--- config.mk ---
export PLATFORM = sky130hd
export DESIGN_NAME = uart_bus_host
export DESIGN_NICKNAME = d
export VERILOG_FILES = /design/src/rtl/uart_bus_host.sv
export SDC_FILE = /design/constraint.sdc
export NUM_CORES = 1
export LEC_CHECK = 0
export CAP_MARGIN = 20
export CORE_ASPECT_RATIO = 0.7
export CORE_UTILIZATION = 47
export CTS_CLUSTER_SIZE = 14
export DETAILED_ROUTE_END_ITERATION = 10
export PLACE_DENSITY = 0.85
export SYNTH_ARGS = -nofsm -noshare
export SYNTH_HDL_FRONTEND = slang
export SYNTH_SLANG_ARGS = --single-unit
--- constraint.sdc ---
create_clock -name i_clk -period 1.9 [get_ports i_clk]
set_clock_uncertainty 0.2 [all_clocks]
set_input_delay 0.38 -clock i_clk [delete_from_list [all_inputs] [get_ports i_clk]]
set_output_delay 0.38 -clock i_clk [all_outputs]
set_load 0.02 [all_outputs]
--- src/rtl/uart_bus_host.sv ---
// uart_bus_host: turns local bus reads/writes into UART command bytes and parses the remote reply,
// while passing bit7=0 data-channel bytes through in both directions.
module uart_bus_host #(
  parameter int TIMEOUT = 100000
) (
  input  logic        i_clk,
  input  logic        i_reset_n,
  input  logic        i_cs,
  input  logic        i_we,
  input  logic [15:0] i_addr,
  input  logic [7:0]  i_dat,
  output logic [7:0]  o_dat,
  output logic        o_ack,
  output logic        o_err,
  output logic        o_busy,
  output logic [7:0]  o_tx_dat,
  output logic        o_tx_start,
  input  logic        i_tx_ready,
  input  logic [7:0]  i_rx_dat,
  input  logic        i_rx_received_pulse,
  input  logic [7:0]  i_stream_dat,
  input  logic        i_stream_valid,
  output logic        o_stream_ready,
  output logic [7:0]  o_stream_dat,
  output logic        o_stream_valid
);
  localparam int CW = $clog2(TIMEOUT + 1);
  typedef enum logic [1:0] {IDLE, SEND, WAIT_RSP, DONE} state_t;
  state_t state, state_d;
  logic we, we_d, got_hi, got_hi_d, err_d, tx_start_d, stream_ready_d;
  logic [15:0] addr, addr_d;
  logic [7:0] wdat, wdat_d, dat_d, tx_dat_d;
  logic [2:0] idx, idx_d, tag;
  logic [3:0] nib, hi, hi_d;
  logic [CW-1:0] cnt, cnt_d;
  logic can_tx, rx_cmd, rx_data, rsp_ok;
  assign o_ack = state == DONE;
  assign o_busy = state != IDLE;
  // a start in the previous cycle blocks this one so uart_tx has time to drop ready
  assign can_tx = i_tx_ready && !o_tx_start;
  assign rx_cmd = i_rx_received_pulse && i_rx_dat[7];
  assign rx_data = i_rx_received_pulse && !i_rx_dat[7];
  assign rsp_ok = got_hi && i_rx_dat[6:4] == 3'd5;
  // byte idx walks addr nibbles, then data nibbles (write only), then the execute tag
  always_comb begin
    tag = !idx[2] ? idx : !we ? 3'd6 : (idx == 3'd6) ? 3'd7 : idx;
    nib = (we || !idx[2]) ? 4'(({addr, wdat, 8'h00} << {idx, 2'b00}) >> 28) : 4'h0;
  end
  always_comb begin
    state_d = state;
    we_d = we;
    addr_d = addr;
    wdat_d = wdat;
    idx_d = idx;
    cnt_d = cnt;
    hi_d = hi;
    got_hi_d = got_hi;
    dat_d = o_dat;
    err_d = o_err;
    tx_dat_d = o_tx_dat;
    tx_start_d = 1'b0;
    stream_ready_d = 1'b0;
    case (state)
      IDLE: if (i_cs) begin
        state_d = SEND;
        we_d = i_we;
        addr_d = i_addr;
        wdat_d = i_dat;
        idx_d = 3'd0;
      end
      SEND: if (can_tx) begin
        tx_start_d = 1'b1;
        tx_dat_d = {1'b1, tag, nib};
        idx_d = idx + 3'd1;
        if (idx == (we ? 3'd6 : 3'd4)) begin
          state_d = WAIT_RSP;
          cnt_d = '0;
          got_hi_d = 1'b0;
        end
      end
      WAIT_RSP: begin
        cnt_d = cnt + 1'b1;
        if (rx_cmd && we) begin
          state_d = DONE;
          err_d = i_rx_dat[6:0] != 7'h70;
          dat_d = 8'h00;
        end else if (rx_cmd && !got_hi && i_rx_dat[6:4] == 3'd4) begin
          hi_d = i_rx_dat[3:0];
          got_hi_d = 1'b1;
        end else if (rx_cmd) begin
          state_d = DONE;
          err_d = !rsp_ok;
          dat_d = rsp_ok ? {hi, i_rx_dat[3:0]} : 8'h00;
        end else if (cnt == CW'(TIMEOUT - 1)) begin
          state_d = DONE;
          err_d = 1'b1;
          dat_d = 8'h00;
        end
      end
      default: state_d = IDLE;
    endcase
    if (((state == IDLE && !i_cs) || state == WAIT_RSP) && can_tx && i_stream_valid) begin
      tx_start_d = 1'b1;
      stream_ready_d = 1'b1;
      tx_dat_d = i_stream_dat & 8'h7F;
    end
  end
  always_ff @(posedge i_clk or negedge i_reset_n)
    if (!i_reset_n) begin
      state <= IDLE;
      we <= 1'b0;
      addr <= '0;
      wdat <= '0;
      idx <= '0;
      cnt <= '0;
      hi <= '0;
      got_hi <= 1'b0;
      o_dat <= '0;
      o_err <= 1'b0;
      o_tx_dat <= '0;
      o_tx_start <= 1'b0;
      o_stream_ready <= 1'b0;
      o_stream_dat <= '0;
      o_stream_valid <= 1'b0;
    end else begin
      state <= state_d;
      we <= we_d;
      addr <= addr_d;
      wdat <= wdat_d;
      idx <= idx_d;
      cnt <= cnt_d;
      hi <= hi_d;
      got_hi <= got_hi_d;
      o_dat <= dat_d;
      o_err <= err_d;
      o_tx_dat <= tx_dat_d;
      o_tx_start <= tx_start_d;
      o_stream_ready <= stream_ready_d;
      o_stream_valid <= rx_data;
      if (rx_data) o_stream_dat <= i_rx_dat & 8'h7F;
    end
endmodule

# Yosys cells after proc, flatten, opt, wreduce, memory -nomap -nowiden
# Index checks and enable logic that the tools add are counted.
# totals
regBits,79
latch_bits,0
mem_bits_rw,0
mem_bits_ro,0
input_bits,47
out_inout_bits,30
word_cells,109
mem_count,0
# op_classes
add_sub_neg,2
n_mul,0
div_mod_pow,0
magnitude_cmp,0
n_eq_ne,17
shift,1
mux,40
bitwise,1
n_reduce_logical,33
# ops
op,count
2-to-1 mux 8 bit,8
2-to-1 mux 17 bit,2
case mux 17 bit (2 select lines),1
<< shifter 32 x 5 -> 32 bit,1
2-to-1 mux 2 bit,10
adder 17 x 1 -> 17 bit (second input constant),1
== test 17 bit (second input constant),1
2-to-1 mux 1 bit,12
!= test 2 bit (second input constant),6
AND reduction 3 bit,4
logical AND 1 bit,10
AND reduction 5 bit,2
nonzero test 2 bit,5
== test 3 bit (second input constant),3
2-to-1 mux 3 bit,3
!= test 7 bit (second input constant),1
logical NOT 1 bit,6
case mux 2 bit (3 select lines),1
case mux 3 bit (2 select lines),1
== test 2 bit (second input constant),2
2-to-1 mux 4 bit,1
!= test 4 bit (second input constant),1
AND reduction 2 bit,2
adder 3 x 1 -> 3 bit (second input constant),1
8 further kinds,9

# Longest topological paths before layout
# depth
ltp_word,7
ltp_mapped,9
mapped_depth_nobuf,7

# Worst setup path before layout
# No wires, ideal clock.
# synth_path
path_kind,reg-to-reg
startpoint,reg state[1]
endpoint,reg cnt[0]
setup_ns,0.096
t_arrival_ns,1.771
required_time_ns,1.604
slack_ns,-0.166
stages_incl_launch_ff,10
path_buffers,3
period_less_slack_ns,2.066
path_cell_list,dfrtp_1 > inv_1 > ha_1 > clkbuf_1 > nor2b_1 > a31oi_1 > buf_2 > buf_2 > nand2_1 > o31ai_1
# synth_via
elab_chain_cells,3
word_cells_on_any_way,7
cone_classes,eq/ne (4); mux (1); reduce/logical (2)
# synth_lines
item,line,text
"start, declared",29,"state_t state, state_d;"
"start signal, assigned",126,state <= state_d;
== test 2 x 1 -> 1 bit or == test 2 bit (tied branches),63,case (state)
!= test 2 bit (no source line) or nonzero test 2 bit (tied branches),n/a,
AND reduction 3 bit (no source line),n/a,
"end signal, assigned",131,cnt <= cnt_d;
"end, declared",35,"logic [CW-1:0] cnt, cnt_d;"
# Several ways; a longest one is shown, not always the timed one.
# A chain may end at the register's enable or synchronous reset.

# Worst setup path after layout
# layout_path
startpoint,reg state[0]
endpoint,reg state[1]
# layout_via
elab_chain_cells,3
word_cells_on_any_way,10
cone_classes,eq/ne (7); mux (1); reduce/logical (2)
# layout_lines
item,line
== test 2 bit (tied with other cells),63
!= test 4 bit (no source line) (tied with other cells),n/a
AND reduction 5 bit (no source line),n/a
# Several ways; a longest one is shown, not always the timed one.

==> results_dict.tcl <==
set metrics [dict create \
    status "finished, violations left" \
    violations "setup timing" \
    die_x_um 109.9 \
    required_ns 1.93 \
    cts.sinks 79 \
    p_total_mw 7.866 \
    ys_seq_area_share_pct 51.65 \
    grt_pass1_vias 3497 \
    drt-total-wl_um 11990 \
    overflow 0 \
    powerDensity_mw_per_mm2 1342 \
    fillers 469 \
    fp-row-count 27 \
    setup_viol 52 \
    drcViolationCount 0 \
    gp_congestion 0.8701 \
    critical_path.max_fanout 4 \
    vias 3526 \
    grt_usage_pct 27.25 \
    ys_seq_elements 79 \
    ys_async_sr_fraction_pct 100.0 \
    yosysTopAreaCell "dfrtp_1" \
    yosysWarnings 0 \
    io_pins 77 \
    cts_root_buffer "clkbuf_16" \
    cpPeakStageDelay_ns 0.46 \
    combPwrFrac_pct 46.2 \
    finalWorstSetupSlack_ns -0.1549 \
    die_area_mm2 0.008514 \
    worst-setup-path-type "flop to flop" \
    detail-route-antenna-nets 0 \
    yosys.area.top_type_share_pct 51.65 \
    tritoncts "done" \
    area_delta_synth_final_pct 53.09 \
    p_sw_share_pct 36.89 \
    start_util_pct 48.63 \
    syn_inst 353 \
    cpMaxStageDelayCell "dfrtp_1" \
    hold_viol_final 0 \
    syn_area_mm2 0.003827 \
    yosysMostFrequentCell "dfrtp_1" \
    clk_pin_slew_worst_paths_ns 0.06 \
    worstSetupStartpointType "flop" \
    pwr-share-clk_pct 20.7 \
    synth_area_leaders "dfrtp_1, mux2_2, nand2_1" \
    layout.nets 554 \
    io_buffers 74 \
    placeableCoreArea_mm2 0.007871 \
    vias_per_cell 5.828 \
    p_int_mw 4.964 \
    fin_crit_sh_pct 108.2 \
    ys_top_cells_by_count "dfrtp_1, nand2_1, mux2_2" \
    p_leak_nw 2.773 \
    htreeDepth 3 \
    syn_nets 407 \
    clockBufferDepth 2 \
    drt-initial-drc-count 222 \
    grt_pass1_wl_um 17160 \
    irDropWorstVdd_v 0.0007842 \
    finalMaxSlewViolations 0 \
    yosysUniqueCellTypes 44 \
    n_antenna_cell 0 \
    synth_area_per_cell_um2 10.84 \
    cts-buffers-inserted 9 \
    p_seq_share_pct 33.1 \
    crit_path_cell_trace "inv_2 -> ha_1 -> inv_1 -> buf_4 -> nor2_1 -> nor4b_4 -> mux2_4" \
    finalCriticalPeriod_ns 2.055 \
    rsz0062_at_grt "yes" \
    crit_arrival_ns 2.08 \
    synth_edf_count 0 \
    netSwitchingPower_mw 2.902 \
    ys.flop_type "dfrtp_1" \
    cp_num_buf_inv 3 \
    hold_class "input pin to flop" \
    fp.dieH_um 77.50 \
    endpoint_kind "flop" \
    grt_max_degree 30 \
    dr.pass1.iters 5 \
    clk_latency_ns 0.34 \
    post-dp-hpwl_um 7082 \
    max_freq_mhz 486.6 \
    post_drt_wl_per_cell_um 19.81 \
    maxCapViolations 0 \
    antenna_found_initial 0 \
    crit_family "flip-flops" \
    preCtsSetupSlack_ns -0.5689 \
    final_layout_size_suffix_gt1_share_pct 35.71 \
]
kinds of logic (layout without fill, tap and decap cells):
family                     Yosys count  count (layout)  synth area share, %
other                                1               1              0.09798
buffers and inverters               33             183                3.563
adders and majority gates            7               7                2.288
muxes                               53              53                16.48
and+or+nand+nor                    109             109                14.38
AOI/OAI and AO/OA                   70              71                11.31
xor gates and xnor gates             1               1               0.2289
DFF                                 79              79                51.65
flip-flops by register name, summed over array words and instances, names as in the netlist, 2 cells and up:
signal and flops:
hi 4, wdat 8, idx 3, state 2
cnt 17, o_dat 8, addr 16, o_tx_dat 8
o_stream_dat 7
per-layer routing:
metal	up-vias	share of wire, %	GRT usage, %	wire [µm]
li1	1551	-	-	-
met1	1749	41	34.83	4891
met2	184	50	44.19	5963
met3	42	6.4	7.647	764
met4	0	3.1	9.600	369
met5	-	0	0	0
power groups by stage:
stage	clock network, mW	registers, mW	logic, mW
floorplan	0	2.64	1.54
global placement	0	2.50	2.86
detailed placement	0	2.54	2.99
CTS	1.62	2.55	3.21
global route	1.69	2.66	3.86
finish	1.63	2.61	3.63
final timing paths:
path                       cells after the start  slack (ns)               to         from
max                                            7       -0.15         state[1]     state[0]
max reg2reg                                    7       -0.15         state[1]     state[0]
max in group asynchronous                      3        0.59         o_dat[0]    i_reset_n
min reg2reg                                    1        0.30          addr[0]      addr[0]
min in group asynchronous                      2        0.33           cnt[3]    i_reset_n
min                                            2        0.24  o_stream_dat[6]  i_rx_dat[6]
area by class of cell:
type	count	area, µm²	share of cell area, %
multi-input combinational	242	1988	33.93
sequential	79	1978	33.76
timing repair buffer	154	1439	24.56
clock buffer	10	239.0	4.079
tap	101	126.4	2.157
inverter	14	55.05	0.9396
clock inverter	5	33.78	0.5766
per-stage QoR:
stage	cells	TNS [ns]	area (µm²)	hold WS [ns]	util, %
after detailed placement	574	-15.65	5141	0.1430	65.32
after global placement	574	-13.32	5141	0.1389	65.32
after global routing	605	-7.695	5859	0.2555	74.44
after floorplan	353	-0.07302	3855	-0.1156	-
after CTS	593	-0.6472	5555	0.2438	70.58
final	605	-2.831	5859	0.2429	74.44
repair_timing:
action,4_1_cts,5_1_grt
gates resized for setup,39,70
pin swaps,6,5
endpoints found under the setup margin,44,85
cloned,1,3
buffers inserted,2,9
endpoints found under the hold margin,26,0
hold buffers,1,0
layout by cell type (no fill, tap or decap), types with 5 or more instances in the layout:
cell,count
a21oi_1,7
a22o_1,8
buf_4,68
buf_6,8
clkbuf_16,9
clkdlybuf4s50_1,46
dfrtp_1,78
dlygate4sd2_1,6
dlymetal6s2s_1,19
inv_1,7
inv_2,6
mux2_2,35
mux2i_1,12
nand2_1,49
nand3_1,7
nor2_1,12
nor3_1,6
nor4_2,5
o21ai_0,18
o21ai_1,16
(Power assumes the default switching activity.)
==> RTL change (same flow settings) <==
The parameter `TIMEOUT` goes from 100000 to 50000.
--- a/src/rtl/uart_bus_host.sv
+++ b/src/rtl/uart_bus_host.sv
@@ -3,3 +3,3 @@
 module uart_bus_host #(
-  parameter int TIMEOUT = 100000
+  parameter int TIMEOUT = 50000
 ) (
Function: no difference found for any inputs over 10 cycles, from zero or initial values and one cycle with i_reset_n low; that may be too few to reach the edited logic, so the function may still have changed.
==> RTL change against the unedited design <==
The flow still finishes with violations (negative setup slack). Worst setup slack worse by 0.34 ns. Sequential cell count shrank 1. Area after synthesis down 0.29%. Wire length increased by 24%. Design area grew 10%. Total power is 14% higher. Via count grew 9.8%. Critical endpoint unchanged. Largest power group unchanged. Highest routed layer unchanged.
==> RTL change: results <==
# TYPE chip_impl_metric gauge
chip_impl_metric{name="half_perimeter_wire_length_after_placement",unit="µm"} 7370
chip_impl_metric{name="finalWeightedCongestion",unit=""} 0.821
chip_impl_info{name="regs_by_ff_count",value="addr (16), cnt (16)"} 1
chip_impl_metric{name="post_synth_inst_count",unit=""} 337
chip_impl_metric{name="final_nets",unit=""} 563
chip_impl_info{name="outcome",value="complete, but fails checks"} 1
chip_impl_metric{name="fin_hold_ws",unit="ns"} 0.276
chip_impl_metric{name="place.detailed.instances",unit=""} 571
chip_impl_metric{name="antenna_violations_before_repair",unit=""} 0
chip_impl_metric{name="detail_route.iter0.violations",unit=""} 401
chip_impl_info{name="rr_startpoint",value="cnt[13]"} 1
chip_impl_metric{name="instances_no_fill",unit=""} 613
chip_impl_metric{name="layout_setup_ws",unit="ns"} -0.496
chip_impl_info{name="violations_in_the_final_reports",value="negative setup slack"} 1
chip_impl_info{name="cp_slowest_cell",value="or4bb_1"} 1
chip_impl_metric{name="num-fill-cells",unit=""} 391
chip_impl_metric{name="synth_nets",unit=""} 391
chip_impl_metric{name="worstPathArrival",unit="ns"} 2.42
chip_impl_metric{name="power_switching_share",unit=""} 0.366
chip_impl_metric{name="global_route.usage.total",unit=""} 0.314
chip_impl_metric{name="first_pass_grt_wire_length",unit="µm"} 19800
chip_impl_info{name="ys_top_cells_by_count",value="78 x dfrtp_1, 41 x mux2_2, 30 x nand2_1"} 1
chip_impl_metric{name="drive_above_1_share",unit=""} 0.486
chip_impl_metric{name="grt_max_degree",unit=""} 31
chip_impl_metric{name="sequential_share_of_the_synthesized_area",unit=""} 0.511
chip_impl_info{name="critPathTopFamily",value="compound AO/OA/AOI/OAI gates"} 1
chip_impl_metric{name="crit_path_max_fanout",unit=""} 2
chip_impl_metric{name="detail_route.vias_per_cell",unit=""} 6.31
chip_impl_info{name="holdCritPathClass",value="input port to async pin"} 1
chip_impl_metric{name="power.static_leakage",unit="nW"} 2.99
chip_impl_metric{name="report.final.setup_viol",unit=""} 38
RTL change: cell types whose count changed in the layout (fill, tap and decap cells not counted), moves of 12 or more:
cell,delta
nand2_1,-20
a21oi_2,+12
o21ai_0,-15
buf_6,+16
or4_4,+13
RTL change: logic make-up after synthesis:
logic type               count (synthesis)  share of synthesized area
AO/OA/AOI/OAI                           84                      0.149
XOR/XNOR                                 1                    0.00230
adder cells (fa/ha/maj)                  7                     0.0229
buffers and inverters                   30                     0.0311
flip-flops                              78                      0.511
multiplexers                            47                      0.150
other                                    1                   0.000983
AND/OR/NAND/NOR                         89                      0.132
RTL change: what timing repair did:
item / in CTS / in global routing
pin swaps: 16 / 20
hold buffers: 1 / 0
buffers inserted: 15 / 10
endpoints found under the setup margin: 42 / 88
hold endpoints to repair: 19 / 0
resized for setup: 52 / 117
cloned: 4 / 2
RTL change: how the worst max path moves through the flow:
stage / startpoint / to / slack, ns / cells after the start
after floorplan: cnt[13] / state[1] / -0.44 / 4
final: cnt[13] / state[1] / -0.50 / 4
after global routing: cnt[13] / state[1] / -0.54 / 4
after global placement: cnt[13] / state[1] / -0.40 / 4
after CTS: cnt[13] / state[1] / -0.44 / 4
after detailed placement: i_tx_ready / cnt[10] / -0.46 / 5
RTL change: final cells by class:
class / count / area, µm² / area share
clock inverter: 4 / 48.8 / 0.00756
inverter: 11 / 48.8 / 0.00756
clock buffer: 10 / 239 / 0.0370
timing repair buffer: 179 / 1780 / 0.276
multi-input combinational: 230 / 2260 / 0.350
tap: 101 / 126 / 0.0196
sequential: 78 / 1950 / 0.302
RTL change: routing by layer:
| layer | global-route usage | share of wire | vias up |
|---|---|---|---|
| met1 | 0.377 | 0.37 | 1926 |
| met2 | 0.502 | 0.50 | 255 |
| met5 | 0 | 0 | - |
| li1 | - | - | 1602 |
| met3 | 0.0874 | 0.074 | 88 |
| met4 | 0.188 | 0.061 | 0 |
RTL change: power groups by stage:
| stage | combinational [mW] | clock (mW) | sequential [mW] |
|---|---|---|---|
| after floorplan | 1.78 | 0 | 2.60 |
| after global placement | 3.08 | 0 | 2.46 |
| after detailed placement | 3.20 | 0 | 2.50 |
| after CTS | 3.88 | 1.72 | 2.46 |
| after global routing | 4.88 | 1.81 | 2.58 |
| final | 4.69 | 1.72 | 2.53 |
RTL change: through the flow:
step / setup slack (ns) / power [mW] / TNS (ns) / cell area [µm²]
final: -0.496 / 8.95 / -8.74 / 6460
after global routing: -0.544 / 9.27 / -11.08 / 6460
after CTS: -0.445 / 8.06 / -5.00 / 5970
after detailed placement: -0.457 / 5.70 / -13.77 / 5330
after global placement: -0.398 / 5.54 / -11.99 / 5330
after floorplan: -0.442 / 4.38 / -5.78 / 3990
